--- src/rtl/cache_port_arbiter.sv ---
// rtl/cache_port_arbiter.sv - round-robin arbiter sequencing N requesters onto cache channel 1.
// Optional macro CACHE_ARB_STATS_EN adds saturating read/write/evict statistics counters.
module cache_port_arbiter #(
  parameter int N          = 4,
  parameter int ADDR_WIDTH = 8,
  parameter int LINE_WIDTH = 32
) (
  input  logic                       clock,
  input  logic                       reset,
  input  logic [N-1:0]               req_valid,
  input  logic [N-1:0]               req_write,
  input  logic [N*ADDR_WIDTH-1:0]    req_addr,
  input  logic [N*LINE_WIDTH-1:0]    req_data,
  output logic [N-1:0]               req_ready,
  output logic [N-1:0]               resp_valid,
  output logic                       resp_hit,
  output logic [LINE_WIDTH-1:0]      resp_data,
  output logic [ADDR_WIDTH-1:0]      cache_addr,
  output logic [LINE_WIDTH-1:0]      cache_wdata,
  output logic                       cache_read,
  output logic                       cache_write,
  input  logic                       cache_hit,
  input  logic [LINE_WIDTH-1:0]      cache_rdata,
  output logic                       busy
`ifdef CACHE_ARB_STATS_EN
  ,
  output logic [15:0]                stat_reads,
  output logic [15:0]                stat_read_hits,
  output logic [15:0]                stat_writes,
  output logic [15:0]                stat_write_evicts
`endif
);

  localparam int PW = $clog2(N);

  typedef enum logic [1:0] {S_IDLE, S_ISSUE, S_WAIT, S_RESP} state_t;

  state_t                 state, state_next;
  logic [PW-1:0]          rr_ptr;
  logic [PW-1:0]          gnt_idx;
  logic [PW-1:0]          sel;
  logic [PW:0]            idx_w;
  logic                   any_req;
  logic                   op_write;
  logic                   wait_extra;
  logic [ADDR_WIDTH-1:0]  addr_q;
  logic [LINE_WIDTH-1:0]  data_q;

  // Scan downward so the last match kept is the first set bit at/after rr_ptr.
  always_comb begin
    any_req = 1'b0;
    sel     = '0;
    idx_w   = '0;
    for (int i = N - 1; i >= 0; i--) begin
      idx_w = {1'b0, rr_ptr} + (PW+1)'(i);
      if (idx_w >= (PW+1)'(N)) idx_w = idx_w - (PW+1)'(N);
      if (req_valid[idx_w[PW-1:0]]) begin
        any_req = 1'b1;
        sel     = idx_w[PW-1:0];
      end
    end
  end

  always_ff @(posedge clock) begin
    if (reset) state <= S_IDLE;
    else       state <= state_next;
  end

  always_comb begin
    state_next = state;
    case (state)
      S_IDLE:  if (any_req) state_next = S_ISSUE;
      S_ISSUE: state_next = S_WAIT;
      S_WAIT:  if (!op_write || cache_hit) state_next = S_RESP;
      S_RESP:  state_next = S_IDLE;
      default: state_next = S_IDLE;
    endcase
  end

  always_comb begin
    req_ready   = '0;
    resp_valid  = '0;
    cache_read  = 1'b0;
    cache_write = 1'b0;
    busy        = (state != S_IDLE);
    cache_addr  = addr_q;
    cache_wdata = data_q;
    case (state)
      S_IDLE:  if (any_req) req_ready[sel] = 1'b1;
      S_ISSUE: begin
        cache_read  = !op_write;
        cache_write = op_write;
      end
      // Keep write asserted while the eviction is still in progress.
      S_WAIT:  cache_write = op_write && !cache_hit;
      S_RESP:  resp_valid[gnt_idx] = 1'b1;
      default: ;
    endcase
  end

  always_ff @(posedge clock) begin
    if (reset) begin
      rr_ptr     <= '0;
      gnt_idx    <= '0;
      op_write   <= 1'b0;
      wait_extra <= 1'b0;
      addr_q     <= '0;
      data_q     <= '0;
      resp_hit   <= 1'b0;
      resp_data  <= '0;
    end else begin
      case (state)
        S_IDLE: if (any_req) begin
          gnt_idx    <= sel;
          op_write   <= req_write[sel];
          addr_q     <= req_addr[sel*ADDR_WIDTH +: ADDR_WIDTH];
          data_q     <= req_data[sel*LINE_WIDTH +: LINE_WIDTH];
          wait_extra <= 1'b0;
        end
        S_WAIT: begin
          if (!op_write) begin
            resp_hit  <= cache_hit;
            resp_data <= cache_rdata;
          end else if (cache_hit) begin
            resp_hit <= 1'b1;
          end else begin
            wait_extra <= 1'b1;
          end
        end
        S_RESP: rr_ptr <= (gnt_idx == PW'(N - 1)) ? '0 : gnt_idx + 1'b1;
        default: ;
      endcase
    end
  end

`ifdef CACHE_ARB_STATS_EN
  function automatic logic [15:0] sat_inc(input logic [15:0] v);
    return (v == 16'hFFFF) ? v : v + 16'd1;
  endfunction

  always_ff @(posedge clock) begin
    if (reset) begin
      stat_reads        <= '0;
      stat_read_hits    <= '0;
      stat_writes       <= '0;
      stat_write_evicts <= '0;
    end else if (state == S_RESP) begin
      if (!op_write) begin
        stat_reads <= sat_inc(stat_reads);
        if (resp_hit) stat_read_hits <= sat_inc(stat_read_hits);
      end else begin
        stat_writes <= sat_inc(stat_writes);
        if (wait_extra) stat_write_evicts <= sat_inc(stat_write_evicts);
      end
    end
  end
`endif

endmodule

--- config.mk ---
export PLATFORM = sky130hd
export DESIGN_NAME = cache_port_arbiter
export DESIGN_NICKNAME = d
export VERILOG_FILES = /design/src/rtl/cache_port_arbiter.sv
export SDC_FILE = /design/constraint.sdc
export NUM_CORES = 1
export LEC_CHECK = 0
export ABC_AREA = 0
export CAP_MARGIN = 30
export CORE_AREA = 2 2 112 114
export DETAILED_ROUTE_END_ITERATION = 6
export DIE_AREA = 0 0 114 116
export PLACE_DENSITY = 0.81
export SLEW_MARGIN = 15
export SYNTH_ARGS = -nofsm -noshare
export SYNTH_HDL_FRONTEND = slang
export SYNTH_SLANG_ARGS = --single-unit
--- constraint.sdc ---
create_clock -name clock -period 5.5 [get_ports clock]
set_clock_uncertainty 0.15 [all_clocks]
set_input_delay 1.1 -clock clock [delete_from_list [all_inputs] [get_ports clock]]
set_output_delay 1.1 -clock clock [all_outputs]
set_load 0.005 [all_outputs]
# == Word level (Yosys, flattened, before mapping) ==
# Cells that the tools add are included.
# totals
wordCells,87
inputBits,203
ff_bits,80
# op_classes
shift,2
reduce_logical,12
mux,37
eq_ne,7
add_sub_neg,8
bitwise_logic,1
magnitude_cmp,12
# op_table
cell,n
indexed part select 128 x 8 -> 32 bit,1
indexed part select 32 x 6 -> 8 bit,1
2-to-1 mux 2 bit,11
"less-than comparator 2 x 3 -> 1 bit, second input constant",6
2-to-1 mux 1 bit,14
2-to-1 mux 4 bit,3
binary-select mux 1 bit (select 2 bit),5
"greater-or-equal comparator 3 bit, second input constant",3
case mux 2 bit (4 select lines),1
AND reduction 2 bit,4
"subtractor 2 x 1 -> 2 bit, second input constant",4
"adder 2 x 2 -> 3 bit, second input constant",2
"== test 2 bit, second input constant",3
"inequality test 2 bit, second input constant",3
demux 1 bit (select 2 bit),2
"greater-or-equal comparator 2 x 1 -> 1 bit, second input constant",2
"adder 2 x 1 -> 3 bit, second input constant",1
"greater-or-equal comparator 2 x 3 -> 1 bit, second input constant",1
logical AND 1 bit,3
"adder 2 x 1 -> 2 bit, second input constant",1
"== test 2 x 1 -> 1 bit, second input constant",1
zero test 1 bit,2
zero test 2 bit,1
case mux 1 bit (2 select lines),1
other kinds (3),3

# == Logic depth before layout (Yosys ltp) ==
# Gate-level depths: netlist (run 1).
# logic_depth
word_depth,15
ltp_mapped,8
mapped_depth_nobuf,7

# == Least setup slack after synthesis (run 1) ==
# Ideal clock, no wire load.
# synth_path
path_kind,input -> output
from,input port req_valid[0]
to,output port req_ready[1]
required_time_ns,4.250
path_slack_ns,2.037
stages,7
path_buffers,3
t_arrival_ns,2.213
path_cell_list,and2b_1 nor4_2 a31o_1 buf_6 buf_6 buf_6 and3_1
# synth_via
elab_chain_cells,12
# synth_lines
element,line_no,rtl
start: declaration,10,"input logic [N-1:0] req_valid,"
binary-select mux 1 bit (select 2 bit),57,if (req_valid[idx_w[PW-1:0]]) begin
2-to-1 mux 1 bit (implied by the code),57,
2-to-1 mux 2 bit (4 in a row),57,
less-than comparator 2 x 3 -> 1 bit (implied by the code) / greater-or-equal comparator 2 x 1 -> 1 bit (equally long branches),89,S_IDLE: if (any_req) req_ready[sel] = 1'b1;
logical AND 1 bit (implied by the code),89,
2-to-1 mux 1 bit (implied by the code),89,
demux 1 bit (select 2 bit),89,
2-to-1 mux 4 bit *,89,
2-to-1 mux 4 bit *,88,case (state)
end: declaration,14,"output logic [N-1:0] req_ready,"
# Every way passes the cells marked *; elsewhere a longest branch is shown, timed or not. The select of a mux whose other input is x is not followed.

# == Worst setup path in the final report (run 1) ==
# layout_path
from,input port req_valid[2]
to,output port req_ready[3]
# The elaborated chain is that of the path after synthesis.

==> results of run 1 <==
-- cell usage in the layout (no fill, tap or decap), drive strengths merged, types with 3 or more instances in the layout --
cell,Yosys,routed
clkdlybuf4s50,0,286
dfxtp,80,80
mux2,80,80
nand2,66,66
and2,44,44
a221o,40,40
a21oi,37,37
nor2,16,16
inv,7,12
clkbuf,22,9
buf,13,9
ha,8,8
nor2b,4,4
nor3,3,3
mux2i,3,3
-- state kept, by name (all words and copies together), names as in the netlist --
| name | count |
|---|---|
| resp_hit | 1 |
| resp_data | 32 |
| cache_wdata | 32 |
| op_write | 1 |
| state | 2 |
| cache_addr | 8 |
| gnt_idx | 2 |
| rr_ptr | 2 |
-- cells in the mapped netlist, drive strengths merged (4+ instances only) --
cell type   n  area, sq um
nor2       16         60.1
dfxtp      80         1600
ha          8          100
clkbuf     22         82.6
buf        13          103
a221o      40          400
and2       44          275
nor2b       4         25.0
mux2       80          987
nand2      66          248
a21oi      37          185
inv         7         26.3
-- cells by family after synthesis --
family,Yosys count
simple gates,142
buf+inv,42
flops,80
compound gates,90
mux,83
fa+ha+maj,8
-- worst max-delay path by stage --
stage	to	slack (ns)	depth (start not counted)
final	req_ready[3]	1.00	6
after CTS	req_ready[3]	1.00	6
after global routing	req_ready[3]	0.83	6
after global placement	req_ready[3]	1.14	6
after floorplan	req_ready[1]	2.04	7
after detailed placement	req_ready[3]	1.02	6
-- worst max-delay path, stage by stage --
cell and delay (ns):
clkdlybuf4s50_1 0.52, nor2b_1 0.22, a21boi_0 0.40, o31a_1 0.31, and3_1 0.19, clkdlybuf4s50_1 0.50
-- power by group --
group	internal (mW)	leakage [nW]	switching, mW
combinational	0.691	2.10	0.460
clock	0.315	0.138	0.255
sequential	0.745	0.656	0.0875
-- area by class of cell --
type / instances / share of cell area (%)
timing repair buffer: 295 / 39.1
sequential: 80 / 21.1
clock inverter: 7 / 0.792
inverter: 7 / 0.347
clock buffer: 9 / 2.97
multi-input combinational: 323 / 33.2
tap: 147 / 2.43
-- layer usage --
metal	GRT usage, %	vias up
met5	0	-
met4	7.64	0
met3	5.23	21
met2	38.7	191
met1	21.8	2064
li1	-	2134
==> impl_metrics.json, run 1 <==
{
  "clkSinkCount": 80,
  "finalSetupViolations": 0,
  "cts_buffer_depth": 2,
  "holdPathStages": 2,
  "final_cell_area_sq_um": 7580,
  "syn_to_final_growth_pct": 75.7,
  "fp-row-count": 40,
  "nFillCells": 976,
  "async_flop_share_pct": 0,
  "ys_ff_latch": 80,
  "grt_pass1_vias": 4540,
  "netlist_instances": 445,
  "avgViaCountPerCell": 5.08,
  "syn-cell-area_sq_um": 4320,
  "worstSetupStartpoint": "req_valid[2]",
  "cts_setup_buffers": 0,
  "critical_path.max_fanout": 5,
  "ys_warn_count": 0,
  "port_buffers": 286,
  "critPathLaunchType": "input pin",
  "multi_input_area_sq_um": 2520,
  "synthFlopType": "dfxtp_1",
  "relSlewSlack_pct": 41.2,
  "total_power_mw": 2.55,
  "syn_nets": 656,
  "crit_type": "input pin to primary output",
  "place.gp.congestion": 0.817,
  "worstMarginPinSlew_ns": 0.879,
  "final.min_clock_period_ns": 4.50,
  "core_sq_um": 11900,
  "synth_mux_area_share_pct": 23.6,
  "drt_wl_total_microns": 14200,
  "ir_drop_mv": 0.157,
  "seqCellArea_sq_um": 1600,
  "routed-wl-met2_microns": 7450,
  "postPlaceCellArea_sq_um": 7270,
  "grt_max_degree": 71,
  "cts_tree": "built",
  "synthSimpleGateAreaFrac_pct": 16.0,
  "top_layer": "met4",
  "reg2reg_slack_ns": 2.63,
  "reg2reg_depth": 7,
  "drv_slew": 0,
  "dpl_worst_slack_ns": 1.02,
  "required_ns": 4.25,
  "drv_cap": 0,
  "holdWs_ns": 0.302,
  "power.density_nw_per_um2": 337,
  "layout-drive-gt1-share_pct": 14.4,
  "synth_xor_area_share_pct": 0,
  "die_h_microns": 116,
  "numCtsBuffers": 9,
  "ctsResizeCount": 0,
  "antenna_found_initial": 0,
  "grt_util_all_layers_pct": 20.4,
  "final_cell_count_no_fill": 868,
  "r2r-end": "cache_addr[3]$_SDFFE_PP0P_",
  "drtPass1Iterations": 4,
  "finalSetupTns_ns": 0,
  "grt_remaining_overflow": 0,
  "drt-initial-drc-count": 171,
  "num_vias": 4410,
  "ys_seq_area_share_pct": 37.1,
  "fp.dieArea_sq_um": 13200,
  "status": "finished clean",
  "yosys.area_share.adder_pct": 2.32,
  "hp-class": "flip-flop to flip-flop",
  "crit_path_end_kind": "primary output",
  "drt-wirelength-per-cell_microns": 16.3,
  "clock.fmax_mhz": 222,
  "start_util_pct": 36.2,
  "numPlacedInstances": 851,
  "antenna_cells": 0,
  "clk_pin_slew_worst_paths_ns": 0.06,
  "drc": 0,
  "synth_top_family_by_area": "multiplexers",
  "grt_first_pass_wirelength_microns": 21600,
  "fin_nets": 927,
  "p_leak_nw": 2.89,
  "met1_length_microns": 5420,
  "fin_util_pct": 63.7,
  "ioPinCount": 287,
  "critPathArrivalTime_ns": 3.25,
  "hpwl_microns": 11000,
  "cts_root_buf": "clkbuf_16",
  "hold_end": "resp_data[15]$_SDFFE_PP0P_",
  "finalWorstSetupSlack_ns": 1.00,
  "hold_viol": 0,
  "drtAntennaViolNets": 0,
  "period_share_pct": 81.7,
  "wl_met3_microns": 1010,
  "hp-start": "resp_data[15]$_SDFFE_PP0P_",
  "r2r_start": "rr_ptr[0]$_SDFFE_PP0P_",
  "die_x_microns": 114,
  "rsz0062_at_grt": "no",
  "avgSynthCellArea_sq_um": 9.70,
  "clock_latency_ns": 0.32,
  "synth_compound_area_share_pct": 16.1,
  "cts-hold-fix-buffers": 0,
  "synth_edf_count": 0,
  "yosysUniqueCellTypes": 39,
  "htree_levels": 3
}
Power figures use the tool's default switching activity.
==> run 2: changes to the inputs <==
- CORE_AREA: 2 2 112 114 -> default
- CORE_UTILIZATION: default -> 33
- DIE_AREA: 0 0 114 116 -> default
- PLACE_DENSITY: 0.81 -> 0.78
- clock period: 5.5 -> 4.1 ns (I/O delays scaled with it)
==> impl_metrics.json, run 2 (same netlist as run 1, synthesis figures left out) <==
{
  "cts_tree": "built",
  "clock.fmax_mhz": 258,
  "final_cell_mix": "clkdlybuf4s50_1, dfxtp_1, nand2_1",
  "grt_util_all_layers_pct": 20.8,
  "fp-row-count": 41,
  "finalWorstSetupSlack_ns": 0.225,
  "max_stage_delay_ns": 0.53,
  "ctsResizeCount": 0,
  "critPathLaunchType": "input pin",
  "drt-initial-drc-count": 237,
  "ioPinCount": 287,
  "rsz0062_at_grt": "no",
  "hp-class": "flip-flop to flip-flop",
  "final_cell_area_sq_um": 7630,
  "p_leak_nw": 2.89,
  "finalSetupTns_ns": 0,
  "drv_slew": 0,
  "clkSinkCount": 80,
  "seqCellArea_sq_um": 1600,
  "final.min_clock_period_ns": 3.87,
  "grt_pass1_vias": 4398,
  "nFillCells": 1084,
  "antenna_cells": 0,
  "path_cells": "clkdlybuf4s50_1, nor2b_1, a21boi_0, o31a_1, and3_1, clkdlybuf4s50_1",
  "cts_setup_buffers": 0,
  "multi_input_area_sq_um": 2520,
  "hpwl_microns": 11100,
  "crit_type": "input pin to primary output",
  "clock_latency_ns": 0.33,
  "fin_nets": 927,
  "numPlacedInstances": 877,
  "drtPass1Iterations": 6,
  "die_x_microns": 116,
  "grt_max_degree": 83,
  "cts_root_buf": "clkbuf_16",
  "layout-drive-gt1-share_pct": 14.4,
  "drtAntennaViolNets": 0,
  "drt-wirelength-per-cell_microns": 16.3,
  "drv_cap": 0,
  "grt_first_pass_wirelength_microns": 21700,
  "fp.dieArea_sq_um": 13500,
  "ir_drop_mv": 0.189,
  "core_sq_um": 12700,
  "num_vias": 4412,
  "critPathArrivalTime_ns": 2.90,
  "syn_to_final_growth_pct": 76.7,
  "clk_pin_slew_worst_paths_ns": 0.05,
  "power.density_nw_per_um2": 458,
  "hold_viol": 0,
  "cts_buffer_depth": 2,
  "required_ns": 3.13,
  "dpl_worst_slack_ns": 0.246,
  "worstMarginPinSlew_ns": 0.492,
  "place.gp.congestion": 0.874,
  "layout_commonest_cell": "clkdlybuf4s50_1",
  "drc": 0,
  "grt_remaining_overflow": 0,
  "worst_path_most_repeated_cell": "clkdlybuf4s50_1",
  "critical_path.max_fanout": 5,
  "crit_path_end_kind": "primary output",
  "cts-hold-fix-buffers": 0,
  "die_h_microns": 116,
  "finalSetupViolations": 0,
  "htree_levels": 3,
  "status": "finished clean",
  "drt_wl_total_microns": 14600,
  "period_share_pct": 94.5,
  "numCtsBuffers": 9,
  "postPlaceCellArea_sq_um": 7320,
  "final_cell_count_no_fill": 893,
  "port_buffers": 286,
  "avgViaCountPerCell": 4.94,
  "antenna_found_initial": 0,
  "start_util_pct": 34.1,
  "cp_slowest_cell": "clkdlybuf4s50_1",
  "total_power_mw": 3.50,
  "relSlewSlack_pct": 67.2
}
## run 2: final timing paths
| kind | from | to | slack, ns | depth (start not counted) |
|---|---|---|---|---|
| min reg2reg | resp_data[30]$_SDFFE_PP0P_ | resp_data[30]$_SDFFE_PP0P_ | 0.30 | 2 |
| max reg2reg | rr_ptr[0]$_SDFFE_PP0P_ | cache_wdata[1]$_SDFFE_PP0P_ | 1.48 | 6 |
| max | req_valid[2] | req_ready[3] | 0.23 | 6 |
| min | resp_data[30]$_SDFFE_PP0P_ | resp_data[30]$_SDFFE_PP0P_ | 0.30 | 2 |
## run 2: area by class of cell
| type | instances | share of cell area [%] |
|---|---|---|
| Clock buffer | 10 | 3.13 |
| Clock inverter | 6 | 0.886 |
| Inverter | 7 | 0.344 |
| Multi-Input combinational cell | 323 | 33.0 |
| Sequential cell | 80 | 21.0 |
| Tap cell | 172 | 2.82 |
| Timing Repair Buffer | 295 | 38.8 |
## run 2: power by group
group | internal (mW) | switching (mW)
clock network | 0.491 | 0.326
logic | 0.932 | 0.623
registers | 1.00 | 0.123
total | 2.42 | 1.07
## run 2: metrics by stage
stage / util [%] / hold slack (ns)
after CTS: 60.2 / 0.304
final: 60.2 / 0.303
after global placement: 57.5 / 0.292
after detailed placement: 57.8 / 0.296
after global routing: 60.2 / 0.328
after floorplan: - / 0.303
## run 2: critical path: cells and delay by family
family / cells / cell delay [ns]
simple gates: 2 / 0.41
compound gates: 2 / 0.66
buf+inv: 2 / 1.03
## run 2: per-layer routing
| metal | GRT usage [%] | wire (microns) |
|---|---|---|
| met4 | 7.35 | 332 |
| met2 | 38.8 | 7570 |
| met1 | 22.0 | 5500 |
| met5 | 0 | 0 |
| met3 | 6.54 | 1190 |
==> run 3: changes to the inputs <==
- ABC_AREA: 0 -> default
==> results of run 3 <==
The final DEF is identical to that of run 2; final timing and power are the same.
